**src/rtl/loop_nest_issue.sv**
```systemverilog
// Issue controller for a two-level pipelined loop nest: issues (i, j) every II cycles, drains, pulses done.
// Optional stall_cycles performance counter is built when LOOP_NEST_ISSUE_PERF_EN is defined.
module loop_nest_issue #(
  parameter int unsigned N_OUTER = 2,
  parameter int unsigned N_INNER = 2,
  parameter int unsigned II      = 1,
  parameter int unsigned LATENCY = 3
) (
  input  logic        clk,
  input  logic        rst,
  input  logic        start,
  input  logic        stall,
  output logic        issue,
  output logic [31:0] i_idx,
  output logic [31:0] j_idx,
  output logic        last,
  output logic        busy,
  output logic        done
`ifdef LOOP_NEST_ISSUE_PERF_EN
  ,
  output logic [31:0] stall_cycles
`endif
);

  // state   | meaning
  // S_IDLE  | waiting for start
  // S_ISSUE | issuing iterations every II unstalled cycles
  // S_DRAIN | waiting LATENCY-1 cycles for the datapath to empty
  // S_DONE  | one-cycle done pulse
  typedef enum logic [1:0] {S_IDLE, S_ISSUE, S_DRAIN, S_DONE} state_t;

  localparam logic [31:0] OUTER_LAST = 32'(N_OUTER - 1);
  localparam logic [31:0] INNER_LAST = 32'(N_INNER - 1);
  localparam logic [31:0] II_LAST    = 32'(II - 1);
  localparam logic [31:0] DRAIN_LOAD = (LATENCY > 1) ? 32'(LATENCY - 2) : 32'd0;

  state_t      state;
  state_t      state_nxt;
  logic [31:0] ii_cnt;
  logic [31:0] i_cnt;
  logic [31:0] j_cnt;
  logic [31:0] drain_cnt;

  logic        accept;
  logic        finish_issue;
  logic        slot_eval;
  logic        fire;
  logic        cur_last;
  logic [31:0] cur_ii;
  logic [31:0] cur_i;
  logic [31:0] cur_j;
  logic [31:0] ii_nxt;
  logic [31:0] i_nxt;
  logic [31:0] j_nxt;
  logic        issue_d;
  logic        last_d;
  logic        done_d;

  assign accept       = (state == S_IDLE) && start;
  assign finish_issue = (state == S_ISSUE) && issue && last;
  // The start edge already evaluates the first slot so the first issue lands one cycle after start.
  assign slot_eval    = accept || ((state == S_ISSUE) && !finish_issue);

  always_comb begin
    cur_ii   = accept ? 32'd0 : ii_cnt;
    cur_i    = accept ? 32'd0 : i_cnt;
    cur_j    = accept ? 32'd0 : j_cnt;
    fire     = slot_eval && !stall && (cur_ii == 32'd0);
    cur_last = (cur_i == OUTER_LAST) && (cur_j == INNER_LAST);
    ii_nxt   = cur_ii;
    i_nxt    = cur_i;
    j_nxt    = cur_j;
    if (slot_eval && !stall) begin
      ii_nxt = (cur_ii == II_LAST) ? 32'd0 : cur_ii + 32'd1;
      if (fire) begin
        if (cur_j == INNER_LAST) begin
          j_nxt = 32'd0;
          i_nxt = cur_i + 32'd1;
        end else begin
          j_nxt = cur_j + 32'd1;
        end
      end
    end
  end

  always_ff @(posedge clk or negedge rst) begin
    if (!rst) begin
      state <= S_IDLE;
    end else begin
      state <= state_nxt;
    end
  end

  always_comb begin
    state_nxt = state;
    case (state)
      S_IDLE:  if (start) state_nxt = S_ISSUE;
      S_ISSUE: if (finish_issue) state_nxt = (LATENCY == 1) ? S_DONE : S_DRAIN;
      S_DRAIN: if (drain_cnt == 32'd0) state_nxt = S_DONE;
      S_DONE:  state_nxt = S_IDLE;
      default: state_nxt = S_IDLE;
    endcase
  end

  always_comb begin
    issue_d = fire;
    last_d  = fire && cur_last;
    done_d  = (state_nxt == S_DONE) && (state != S_DONE);
    busy    = (state == S_ISSUE) || (state == S_DRAIN);
  end

  always_ff @(posedge clk or negedge rst) begin
    if (!rst) begin
      issue     <= 1'b0;
      last      <= 1'b0;
      done      <= 1'b0;
      i_idx     <= 32'd0;
      j_idx     <= 32'd0;
      ii_cnt    <= 32'd0;
      i_cnt     <= 32'd0;
      j_cnt     <= 32'd0;
      drain_cnt <= 32'd0;
    end else begin
      issue <= issue_d;
      last  <= last_d;
      done  <= done_d;
      if (fire) begin
        i_idx <= cur_i;
        j_idx <= cur_j;
      end
      if (state == S_DONE) begin
        ii_cnt <= 32'd0;
        i_cnt  <= 32'd0;
        j_cnt  <= 32'd0;
      end else if (slot_eval) begin
        ii_cnt <= ii_nxt;
        i_cnt  <= i_nxt;
        j_cnt  <= j_nxt;
      end
      if ((state_nxt == S_DRAIN) && (state != S_DRAIN)) begin
        drain_cnt <= DRAIN_LOAD;
      end else if ((state == S_DRAIN) && (drain_cnt != 32'd0)) begin
        drain_cnt <= drain_cnt - 32'd1;
      end
    end
  end

`ifdef LOOP_NEST_ISSUE_PERF_EN
  always_ff @(posedge clk or negedge rst) begin
    if (!rst) begin
      stall_cycles <= 32'd0;
    end else if (accept) begin
      stall_cycles <= 32'd0;
    end else if ((state == S_ISSUE) && stall && (stall_cycles != 32'hFFFF_FFFF)) begin
      stall_cycles <= stall_cycles + 32'd1;
    end
  end
`endif

endmodule

```
**config.mk**
```make
export PLATFORM = sky130hd
export DESIGN_NAME = loop_nest_issue
export DESIGN_NICKNAME = d
export VERILOG_FILES = /design/src/rtl/loop_nest_issue.sv
export SDC_FILE = /design/constraint.sdc
export NUM_CORES = 1
export LEC_CHECK = 0
export ABC_AREA = 1
export BUFFER_PORTS_ARGS = -buffer_cell sky130_fd_sc_hd__clkbuf_2
export CAP_MARGIN = 20
export CORE_ASPECT_RATIO = 2
export CORE_UTILIZATION = 45
export DETAILED_ROUTE_END_ITERATION = 16
export GPL_TIMING_DRIVEN = 0
export PLACE_DENSITY = 0.61
export SLEW_MARGIN = 20
export SYNTH_ARGS = -nofsm -noshare
export SYNTH_HDL_FRONTEND = slang
export SYNTH_SLANG_ARGS = --single-unit
```
**constraint.sdc**
```tcl
create_clock -name clk -period 5.4 [get_ports clk]
set_clock_uncertainty 0.2 [all_clocks]
set_input_delay 0.27 -clock clk [delete_from_list [all_inputs] [get_ports clk]]
set_output_delay 0.27 -clock clk [all_outputs]
set_load 0.02 [all_outputs]
```
# --- Word level (Yosys, flattened, before mapping) ---
# Cells that the tools add are included.
# Widths: inputs -> output; s select.
totals:
  latch_bits: 0
  rom_bits: 0
  ram_bits: 0
  mem_count: 0
  word_cells: 67
  reg_bits: 197
classes:
  n_lt_le_gt_ge: 0
  div: 0
  n_mux: 23
  n_eq_ne: 9
  bitwise_logic: 0
  mul: 0
  reduce_logical: 21
  shifts: 0
  addsub: 4
op_table:
  columns: ["cell", "count"]
  rows:
  - ["$mux 32", 19]
  - ["$add 32x1->32 const B", 3]
  - ["$eq 32x1->1 const B", 2]
  - ["$logic_not 32->1", 2]
  - ["$reduce_bool 32->1", 1]
  - ["$sub 32x1->32 const B", 1]
  - ["$logic_and 1x1->1", 11]
  - ["$eq 2x2->1 const B", 4]
  - ["$pmux 2 s4", 1]
  - ["$mux 2", 3]
  - ["$ne 2x2->1 const B", 2]
  - ["$reduce_bool 2->1", 2]
  - ["$eq 2x1->1 const B", 1]
  - ["$logic_not 1->1", 2]
  - ["$logic_not 2->1", 1]
  - ["$logic_or 1x1->1", 2]

# --- Depth between registers and ports, before layout ---
depth:
  depth_word: 12
  ltp_mapped: 24
  depth_no_buf: 18

# --- Worst setup path before layout ---
# No wires, ideal clock.
synth_path:
  path_type: "register to register"
  start: "register state[0]"
  end: "register i_cnt[14]"
  setup_ns: 0.132
  arrival_ns: 2.783
  setup_slack_ns: 2.285
  stages_incl_launch_ff: 23
  synth_period_minus_slack_ns: 3.115
  t_required_ns: 5.068
  n_path_buf: 6
  cell_sequence: "dfrtp_1 inv_1 ha_1 nand2_2 buf_6 buf_6 buf_12 buf_8 buf_6 buf_2 nand2_1 inv_1 ha_1 nand2_1 nor2_4 nand3_2 nor2_1 xor2_1 nand2_1 nand2_1 nand2_1 nand2_1 nor2_1"
synth_rtl:
  columns: ["element", "line", "text"]
  rows:
  - ["start: declaration", "37", "state_t state;"]
  - ["start signal: assignment", "90", "state <= state_nxt;"]
  - ["$logic_not 2->1", "59", "assign accept = (state == S_IDLE) && start;"]
  - ["$logic_and 1x1->1", "59", null]
  - ["$mux 32", "66", "cur_i = accept ? 32'd0 : i_cnt;"]
  - ["named net cur_i[1]", "50", "logic [31:0] cur_i;"]
  - ["$add 32x1->32", "78", "i_nxt = cur_i + 32'd1;"]
  - ["$mux 32", "76", "if (cur_j == INNER_LAST) begin"]
  - ["$mux 32", "75", "if (fire) begin"]
  - ["$mux 32", "73", "if (slot_eval && !stall) begin"]
  - ["$mux 32", "135", "end else if (slot_eval) begin"]
  - ["$mux 32", "131", "if (state == S_DONE) begin"]
  - ["end signal: assignment", "137", "i_cnt <= i_nxt;"]
  - ["end: declaration", "40", "logic [31:0] i_cnt;"]
# The timed path passes the listed nets, and every way through them passes these cells. The select of a mux whose other input is x is not followed.
# A chain may end at the register's enable or synchronous reset.

# --- Final worst setup path ---
layout_path:
  start: "register state[0]"
  end: "register i_cnt[26]"
# Same word-level chain as after synthesis.

==> results.md <==
* Final #Nets at 1874
* Most frequent cell on the critical path: sky130_fd_sc_hd__nand2_1
* Count of cells along the worst register-to-register path at 23
* CP startpoint: state[0]
* Chip height at 236 um
* Placeable core region at 0.0269 sq mm
* Biggest cell delay along the critical path at 420 ps
* Number of flops mapped to enable cells by yosys at 0
* Starting DRT DRC Count at 833
* Worst R2R End: i_cnt[26]
* H-tree level count at 4
* Routed wire length per instance at 21.3 um
* Share of the synthesized area in the top cell type at 39.9%
* FILL cells at 2841
* Endpoints failing hold at 0
* Clock transition at path regs at 70 ps
* Cell area after technology mapping at 0.0123 sq mm
* Clock latency reported for the late side of the worst-skew pair at 470 ps
* Share of final-layout standard cells stronger than drive strength 1 at 12.2%
* Worst setup SP type: register
* WP buf/inv at 8
* Area of the die at 0.0281 sq mm
* Area after detailed placement at 0.0132 sq mm
* Number of maximum-capacitance violations at 0
* Top post-synthesis cells by area: sky130_fd_sc_hd__dfrtp_1, sky130_fd_sc_hd__nand2_1, sky130_fd_sc_hd__nor2_1, sky130_fd_sc_hd__nand3_1, sky130_fd_sc_hd__inv_1
* Number of max-slew violations in the final report at 0
* Critical Path AT at 4300 ps
* Part of the cycle the worst path needs at 77.6%
* Number of rows created at floorplan at 85
* Net Switching at 0.904 mW
* Slew margin rel. at 38.0%
* Leading cell type by number of instances after synthesis: sky130_fd_sc_hd__nand2_1
* Number of nets produced by synthesis at 1780
* Via count at 12200
* Internal power at 2.27 mW
* Power density normalized to cell area at 230 mW/mm^2
* Final global-route overflow total at 0
* Commonest cells in the synthesized netlist: sky130_fd_sc_hd__nand2_1, sky130_fd_sc_hd__nor2_1, sky130_fd_sc_hd__dfrtp_1
* Total chip power at 3.17 mW
* Logic pwr share at 10.0%
* Initial core utilization at 45.9%
* Global-route wire length before repair at 70700 um
* Warnings, synthesis at 0
* Clock tree from TritonCTS: yes
* Horizontal die dimension at 119 um
* Remaining antenna violation count after routing at 0
* Async S/R FF share, synth at 100%
* Maximum vdd drop at 211 uV
* Worst Path Max Fanout at 10
* Unrepaired setup endpoints after global routing: no
* Kind of critical path: reg2reg
* Leakage Power at 6.52 nW
* Post-route cell area at 0.0138 sq mm
* Detailed-routing iteration count for the pre-antenna-repair pass at 5
* Count of placed standard cells including taps at 2187
* Buffer levels on the longest clock path at 2
* Worst hold margin at 126 ps
* Time the worst path needs with I/O delays and setup at 4190 ps
* Share of the core filled with cells in the final layout at 51.2%
* HPWL Detailed at 37500 um
* Status: finished, final reports clean
* Drt total wl at 47300 um
* # setup viols final at 0
* Clock network fraction of total power at 40.5%
* Pin count of the biggest net entering global routing at 87
* Via count of the first global-routing pass at 12400
* Antenna cell count at 0
* Sequential fraction of the synthesis area at 39.9%
* DRC violation count after routing at 0
* Io pins at 72
* Slowest CP cell: sky130_fd_sc_hd__dfrtp_1
* Portion of total power attributed to sequential cells at 49.5%
* Area growth syn-to-layout at 11.6%
* Synth area leader: sky130_fd_sc_hd__dfrtp_1
* Synthesized area per cell at 6.99 sq um
* Initial antenna violation count at 0
* Number of distinct library cell variants in the gate-level netlist after synthesis at 45
* Number of storage elements in the synthesis netlist at 197
* Final cell count without fillers at 2221
* Critical Path Sink Type: register
* Via density per instance at 5.49
* Path class of the lowest-slack min-delay path: in2async
* Fraction of power spent switching nets at 28.5%
* Top_reg_cell synth: sky130_fd_sc_hd__dfrtp_1
* Clock root buffer: sky130_fd_sc_hd__clkbuf_16
* Register-to-Register Setup Slack at 1210 ps
* Tightest Pin Transition at 926 ps
* Weighted congestion reported at the end of routability-driven placement at 0.962
* Total GRT Usage at 34.5%
* Data required time at the worst endpoint at 5520 ps
* Total clock buffers created by CTS at 17
* Number of instances in the synthesized netlist at 1766
* Buffers inserted during post-CTS setup optimization at 0
* CTS Sinks at 197
* Cell Chain, Critical Path: inv_1 -> ha_1 -> nand2_2 -> buf_6 -> buf_6 -> buf_12 -> buf_8 -> buf_6 -> buf_2 -> nand2_1 -> inv_1 -> ha_1 -> nand2_1 -> nor2_4 -> nand2_1 -> nor2_1 -> nand3_1 -> nand2_1 -> nand2_1 -> nand2_1 -> nand2_1 -> nand2_1 -> nor2_1
* Family with the most delay on the worst path: simple AND/OR/NAND/NOR gates
* RR Startpoint: state[0]
* Number of input and output port buffers inserted at 71
* Max Clk Rate at 0.239 GHz
==> power groups by stage <==
| stage | clock, mW | combinational (mW) | sequential, mW |
|---|---|---|---|
| final | 1.29 | 0.317 | 1.57 |
| after global routing | 1.35 | 0.352 | 1.58 |
| after CTS | 1.30 | 0.320 | 1.57 |
| after detailed placement | 0 | 0.319 | 1.60 |
| after global placement | 0 | 0.308 | 1.60 |
| after floorplan | 0 | 0.202 | 1.59 |
==> kinds of logic (layout without fill, tap and decap cells) <==
group | Yosys count | in the layout | synth area share, %
DFF | 197 | 197 | 39.9
and+or+nand+nor | 1111 | 1111 | 39.3
buffers and inverters | 210 | 317 | 7.97
AOI/OAI and AO/OA | 186 | 186 | 8.08
xor gates and xnor gates | 52 | 52 | 3.69
adders and majority gates | 10 | 10 | 1.01
==> per-layer routing <==
layer / wire [um] / track usage (%) / vias to the layer above
met5: 0 / 0 / -
met4: 4620 / 32.1 / 0
met3: 1460 / 4.42 / 198
met2: 26000 / 65.9 / 399
met1: 15200 / 30.2 / 5739
li1: - / - / 5848
==> worst max path at each step <==
stage | end | slack, ps | cells after the start
floorplan | i_cnt[14] | 2280 | 22
global placement | ii_cnt[5] | -210 | 1
detailed placement | ii_cnt[2] | 1300 | 19
CTS | ii_cnt[2] | 1280 | 19
global route | i_cnt[26] | 950 | 23
finish | i_cnt[26] | 1210 | 23
==> placed cells by master (no fill, tap or decap), types with 10 or more instances in the layout <==
cell                          n
sky130_fd_sc_hd__inv_1      137
sky130_fd_sc_hd__nor2_4      13
sky130_fd_sc_hd__xor2_1      37
sky130_fd_sc_hd__clkbuf_1    22
sky130_fd_sc_hd__nor2_1     279
sky130_fd_sc_hd__xnor2_1     15
sky130_fd_sc_hd__nand2_2     17
sky130_fd_sc_hd__dfrtp_1    197
sky130_fd_sc_hd__nor3_1      12
sky130_fd_sc_hd__clkbuf_16   17
sky130_fd_sc_hd__nand3_1    140
sky130_fd_sc_hd__nor2_2      18
sky130_fd_sc_hd__ha_1        10
sky130_fd_sc_hd__a21oi_1     17
sky130_fd_sc_hd__buf_2       24
sky130_fd_sc_hd__nand4_1     48
sky130_fd_sc_hd__o21ai_1     71
sky130_fd_sc_hd__nand3b_1    10
sky130_fd_sc_hd__nand2_1    547
sky130_fd_sc_hd__buf_6       16
sky130_fd_sc_hd__o21ai_0     74
sky130_fd_sc_hd__clkbuf_2    70
==> area by class of cell <==
| class | instances | area [sq um] | share of cell area, % |
|---|---|---|---|
| inverter | 144 | 541 | 3.92 |
| timing repair buffer | 75 | 439 | 3.19 |
| clock inverter | 13 | 123 | 0.890 |
| buffer | 66 | 444 | 3.22 |
| sequential | 197 | 4930 | 35.8 |
| tap | 348 | 435 | 3.16 |
| clock buffer | 19 | 433 | 3.14 |
| multi-input combinational | 1359 | 6430 | 46.7 |
==> per-stage QoR <==
step	TNS, ps	worst slack, ps
after global placement	-33770	-211
final	0	1210
after detailed placement	0	1300
after CTS	0	1280
after global routing	0	954
after floorplan	0	2280
==> flip-flops by register name, summed over array words and instances (netlist names) <==
| signal | count |
|---|---|
| state | 2 |
| i_cnt | 32 |
| j_cnt | 32 |
| ii_cnt | 32 |
| j_idx | 32 |
| issue | 1 |
| drain_cnt | 32 |
| done | 1 |
| i_idx | 32 |
| last | 1 |
==> repair_timing <==
action,CTS,global route
hold endpoints to repair,57,0
gates resized for setup,0,0
endpoints found under the setup margin,0,0
hold buffers,2,0
Note: power is estimated with default switching activity, not from simulation.
